`src/rtl/regfile_pkg.sv`:
```
// rtl/regfile_pkg.sv - shared defaults and helpers for the register file
// Contents: XLEN/REG_AW defaults, one-hot width helper, ZERO_REG convention constant.
package regfile_pkg;

    localparam int XLEN   = 32;
    localparam int REG_AW = 5;

    // Convention: entry 0 is hard-wired to zero unless a build overrides it.
    localparam bit ZERO_REG_HARDWIRED = 1'b1;

    // Number of entries / one-hot lines addressed by an aw-bit index.
    function automatic int onehot_w(input int aw);
        return 1 << aw;
    endfunction

endpackage

```
`src/rtl/decoder_onehot.sv`:
```
// rtl/decoder_onehot.sv - generic combinational binary to one-hot decoder
// Ports: in[AW-1:0] index, en enable, out[2**AW-1:0] = en ? (1 << in) : 0.
module decoder_onehot
    import regfile_pkg::*;
#(
    parameter int AW = REG_AW
) (
    input  logic [AW-1:0]              in,
    input  logic                       en,
    output logic [onehot_w(AW)-1:0]    out
);

    always_comb begin
        out = '0;
        if (en) begin
            out[in] = 1'b1;
        end
    end

endmodule

```
`src/rtl/regfile_nrp.sv`:
```
// rtl/regfile_nrp.sv - parametrised register file, one write port, NUM_RD combinational read ports
// Ports: clk, rst (sync, active-high), we/waddr/wdata write port,
//        raddr/rdata packed read ports (port k at [k*W +: W]), wsel registered write one-hot.
// Optional feature: REGFILE_BYPASS_EN enables same-cycle write-through to the read ports.
module regfile_nrp
    import regfile_pkg::*;
#(
    parameter int DATA_W   = XLEN,
    parameter int ADDR_W   = REG_AW,
    parameter int NUM_RD   = 2,
    parameter bit ZERO_REG = ZERO_REG_HARDWIRED
) (
    input  logic                        clk,
    input  logic                        rst,
    input  logic                        we,
    input  logic [ADDR_W-1:0]           waddr,
    input  logic [DATA_W-1:0]           wdata,
    input  logic [NUM_RD*ADDR_W-1:0]    raddr,
    output logic [NUM_RD*DATA_W-1:0]    rdata,
    output logic [onehot_w(ADDR_W)-1:0] wsel
);

    localparam int DEPTH = onehot_w(ADDR_W);

    logic [DEPTH-1:0]  dec;
    logic [DEPTH-1:0]  wen;
    logic [DATA_W-1:0] mem [DEPTH];

    decoder_onehot #(.AW(ADDR_W)) u_wdec (
        .in  (waddr),
        .en  (we),
        .out (dec)
    );

    // Entry 0 never gets an enable when it is hard-wired, so wsel also
    // records all-zeros for such a write.
    always_comb begin
        wen = dec;
        if (ZERO_REG) begin
            wen[0] = 1'b0;
        end
    end

    // Reset wins over a coincident write; that write is dropped entirely.
    always_ff @(posedge clk) begin
        if (rst) begin
            for (int i = 0; i < DEPTH; i++) begin
                mem[i] <= '0;
            end
            wsel <= '0;
        end else if (we) begin
            wsel <= wen;
            for (int i = 0; i < DEPTH; i++) begin
                if (wen[i]) begin
                    mem[i] <= wdata;
                end
            end
        end
    end

    for (genvar k = 0; k < NUM_RD; k++) begin : g_rd
        logic [ADDR_W-1:0] ra;
        logic [DATA_W-1:0] rd;

        assign ra = raddr[k*ADDR_W +: ADDR_W];

        always_comb begin
            rd = mem[ra];
`ifdef REGFILE_BYPASS_EN
            // Write-through is held off during reset so readers see the cleared state.
            if (we && !rst && (ra == waddr)) begin
                rd = wdata;
            end
`endif
            // Applied last so the hard-wired zero also overrides the bypass.
            if (ZERO_REG && (ra == '0)) begin
                rd = '0;
            end
        end

        assign rdata[k*DATA_W +: DATA_W] = rd;
    end

endmodule
```
`config.mk`:
```
export PLATFORM = sky130hd
export DESIGN_NAME = regfile_nrp
export DESIGN_NICKNAME = d
export VERILOG_FILES = /design/src/rtl/regfile_pkg.sv /design/src/rtl/decoder_onehot.sv /design/src/rtl/regfile_nrp.sv
export SDC_FILE = /design/constraint.sdc
export NUM_CORES = 2
export LEC_CHECK = 0
export CAP_MARGIN = 25
export CORE_UTILIZATION = 45
export CTS_BUF_LIST = sky130_fd_sc_hd__clkbuf_4
export CTS_CLUSTER_SIZE = 40
export DETAILED_ROUTE_END_ITERATION = 8
export DONT_BUFFER_PORTS = 1
export GPL_ROUTABILITY_DRIVEN = 0
export HOLD_SLACK_MARGIN = 0.08
export PLACE_DENSITY = 0.56
export RECOVER_POWER = 50
export SETUP_SLACK_MARGIN = 0.05
export SYNTH_ARGS = -nofsm -noshare
export SYNTH_HDL_FRONTEND = slang
export SYNTH_SLANG_ARGS = --single-unit
```
`constraint.sdc`:
```
create_clock -name clk -period 2.5 [get_ports clk]
set_clock_uncertainty 0.1 [all_clocks]
set_input_delay 0.375 -clock clk [delete_from_list [all_inputs] [get_ports clk]]
set_output_delay 0.375 -clock clk [all_outputs]
set_load 0.03 [all_outputs]
```
# Word level (Yosys, flattened, before mapping)
# Memories as Yosys holds them, arrays and structs flattened.
# Index checks and enable logic that the tools add are counted.
[totals] regBits=31 latch_bits=0 ramBits=1024 rom_bits=0 in_bits=50 out_inout_bits=96 wordCells=200 n_memories=1
[op_classes] n_addsub=0 n_mul=0 div_mod_pow=0 n_lt_le_gt_ge=2 eq_ne=0 n_shift=0 muxes=162 bitwise=31 n_reduce_logical=3
[memory_table] memory="mem" depth=32 width=32 read_ports=2 rd_clocked_by_memory_dff=0 write_ports=32 line="regfile_nrp.sv:27" rtl="logic [DATA_W-1:0] mem [DEPTH];"
[op_table] cell="2-to-1 mux 32 bit" count=34
[op_table] cell="2-to-1 mux 1 bit" count=127
[op_table] cell="OR 1 bit" count=31
[op_table] cell="zero test 5 bit" count=2
[op_table] cell="< comparator 5 x 6 -> 1 bit, second input constant" count=1
[op_table] cell="demux 1 bit (select 5 bit)" count=1
[op_table] cell="greater-or-equal comparator 5 x 1 -> 1 bit, second input constant" count=1
[op_table] cell="logical AND 1 bit" count=1

# Longest topological paths before layout
[logic_depth] depth_word=10 ltp_mapped=9 depth_no_buf=4

# Cells and area by module
# A second synthesis with hierarchy kept.
[hier_totals] hier_cells=3499 area_unflattened_um2=50532.2
[by_module_without_submodules] module="regfile_nrp" instances=1 cells_per_inst=3452 area_each_um2=50302.0
[by_module_without_submodules] module="decoder_onehot" instances=1 cells_per_inst=47 area_each_um2=230.2

# Worst setup path before layout
# No wires, ideal clock.
[synth_timing] path_type="in2out" from="input raddr[1]" to="output rdata[27]" arrival_time_ns=2.372 required_time_ns=2.025 setup_slack_ns=-0.347 cell_stages=8 path_cell_list="buf_4 buf_6 or2_1 buf_6 buf_2 o22ai_1 nor3_1 nor4_1"
[synth_between] elab_chain_len=2 elab_cells_between_ends=3 classes_between="mux (1); reduce/logical (1); memory (1)"
[synth_lines] element="from (decl)" line="regfile_nrp.sv:18" rtl="input logic [NUM_RD*ADDR_W-1:0] raddr,"
[synth_lines] element="memory (32 x 32 bit) or zero test 5 bit (tied branches)"
[synth_lines] element="2-to-1 mux 32 bit *" line="regfile_nrp.sv:76" rtl="if (ZERO_REG && (ra == '0)) begin"
[synth_lines] element="to (decl)" line="regfile_nrp.sv:19" rtl="output logic [NUM_RD*DATA_W-1:0] rdata,"
# Mark *: on every way between the ends. The rest lies on a longest branch, timed or not.

# Worst setup path after layout
[layout_timing] from="input raddr[0]" to="output rdata[9]"
# The elaborated chain is that of the path after synthesis.

==> impl_metrics.tcl <==
set metrics [dict create \
    grt_max_degree 357 \
    synth_seq_area_share_pct 60.30 \
    synth_nets 3786 \
    leakage_nw 21.94 \
    synth_area_mm2 0.05043 \
    hp-class "input pin to flip-flop" \
    violations "max-capacitance violations, max-slew violations, negative setup slack" \
    crit_path_max_fanout 356 \
    cts_tree "yes" \
    die-width_um 336.8 \
    crit_path_end_kind "output pin" \
    first_pass_iters 5 \
    die-area_mm2 0.1134 \
    vias_per_cell 6.426 \
    rsz0062_at_grt "yes" \
    via_count 36565 \
    wire_per_inst_um 32.63 \
    setup_viol 941 \
    insertion_delay_ns 1.14 \
    path_clk_slew_ns 0.05 \
    track_usage_pct 32.51 \
    drt_iter0_markers 3956 \
    power.density_mw_per_mm2 686.6 \
    yosys_warnings 0 \
    fmax_ghz 0.2953 \
    place_area_mm2 0.05501 \
    die-height_um 336.8 \
    relSlewSlack_pct -26.42 \
    syn_avg_cell_area_um2 13.50 \
    core_mm2 0.1108 \
    yosysMostFrequentCell "edfxtp_1" \
    arrival_ns 2.91 \
    synth_cell_types 40 \
    finalNetCount 4080 \
    clockBufferDepth 4 \
    grt_pass1_vias 37913 \
    ys_seq_elements 1023 \
    setup_ws_ns -0.8868 \
    drc_errors 0 \
    grt-ovfl-total 0 \
    drt-total-wl_um 185600 \
    rows 122 \
    worstMarginPinSlew_ns 1.896 \
    yosysTopAreaCellShare_pct 59.07 \
    cts_buffers 292 \
    clock-sinks 1023 \
    synthCells 3736 \
    fin_hold_ws_ns 0.1859 \
    final_util_pct 54.03 \
    synth_common_cells "992 x edfxtp_1, 638 x mux2i_1, 553 x nor2_1" \
    synth_top_cell_by_area "edfxtp_1" \
    start_util_pct 45.51 \
    peakVddDrop_uv 484.0 \
    synth_edf_count 992 \
    fin_crit_ns 3.387 \
    drt.antenna.violating_nets 0 \
    cp_data_required_time_ns 2.03 \
    cts_max_level 5 \
    slew_violations 128 \
    outcome "complete, but fails checks" \
    post-dp-hpwl_um 102800 \
    synth_area_leaders "edfxtp_1 59%, mux2i_1 13%, mux4_2 5.8%, nor2_1 4.1%, o22ai_1 3.2%" \
    syn2layout_area_growth_pct 18.72 \
    crit_path_start_kind "input pin" \
    async_flop_share_pct 0 \
    path_class "input pin to output pin" \
    grt_pass1_wl_um 261200 \
    root_buffer "clkbuf_4" \
    final_area_mm2 0.05987 \
    cap_viol_max_count 2 \
    finalCritPeriodShare_pct 135.5 \
    drive_above_1_share_pct 27.50 \
    synthFlopType "edfxtp_1" \
    hold_violations 0 \
    antenna_found_initial 5 \
    portBuffers 0 \
    power_mw 41.11 \
    pin_count 146 \
]
==> metal layers <==
| metal | global-route usage (%) | part of all wire [%] | vias up |
|---|---|---|---|
| met4 | 15.04 | 4.6 | 0 |
| met1 | 41.54 | 38 | 18635 |
| met2 | 52.31 | 47 | 2271 |
| met5 | 0 | 0 | - |
| li1 | - | - | 15174 |
| met3 | 7.793 | 10 | 485 |
==> report_power, final <==
part / internal (mW) / switching, mW / total [mW] / leakage (nW)
Sequential: 20.0 / 0.587 / 20.6 / 9.77
Clock: 7.49 / 6.95 / 14.4 / 2.00
Combinational: 2.67 / 3.38 / 6.05 / 10.2
==> final cells by class <==
type,instances,area (µm²)
clock inverter,59,250.2
multi-input combinational,2309,19780
sequential,1023,30410
timing repair buffer,372,4408
tap,1488,1862
antenna,2,5.005
clock buffer,405,3040
inverter,32,120.1
fill,9269,50950
==> flip-flops by register name, indices dropped and copies added (netlist names) <==
| register | cells |
|---|---|
| wsel | 31 |
| mem | 992 |
==> cells in the final DEF, fill, tap and decap left out, types with 64 or more instances in the layout <==
master	n
a22oi_1	64
buf_12	106
buf_4	146
clkbuf_4	408
dlygate4sd3_1	66
edfxtp_1	992
mux2_2	64
mux2i_1	638
mux4_2	129
nor2_1	553
nor3_1	126
o22ai_1	256
==> path summary, 6_finish.rpt <==
kind / start / endpoint / slack (ns) / depth (start not counted)
worst max-delay path: raddr[0] / rdata[9] / -0.89 / 6
worst min-delay path: waddr[2] / wsel[8]$_SDFFE_PP0P_ / 0.19 / 6
worst max register to register: wsel[27]$_SDFFE_PP0P_ / wsel[27]$_SDFFE_PP0P_ / 0.82 / 4
worst min register to register: wsel[8]$_SDFFE_PP0P_ / wsel[8]$_SDFFE_PP0P_ / 0.53 / 2
==> critical path, cell delays in order <==
cell	delay [ns]
and2_2	0.66
buf_12	0.18
a22oi_1	0.19
a21oi_1	0.15
nor4_4	0.51
buf_12	0.19
==> per-stage QoR <==
stage,instances,TNS [ns],worst slack [ns]
floorplan,3736,-0.02465,-0.02465
global placement,5167,-0.7726,-0.08864
detailed placement,5167,-1.076,-0.1094
CTS,5680,-86.99,-0.9111
global route,5690,-309.44,-0.9365
finish,5690,-200.87,-0.8868
==> cells by family after synthesis <==
kind of cell	synth area share [%]
AOI/OAI and AO/OA	7.533
muxes	19.85
other	0.007436
DFF	60.30
buffers and inverters	3.918
and+or+nand+nor	8.389
==> timing repair <==
item / 4_1_cts / 5_1_grt
buffers inserted: 2 / 0
endpoints found under the setup margin: 64 / 580
hold buffers: 64 / 5
gates resized for setup: 161 / 45
cloned: 0 / 3
pin swaps: 97 / 7
hold endpoints to repair: 1983 / 30
No activity file was read; power rests on OpenSTA's default activity.
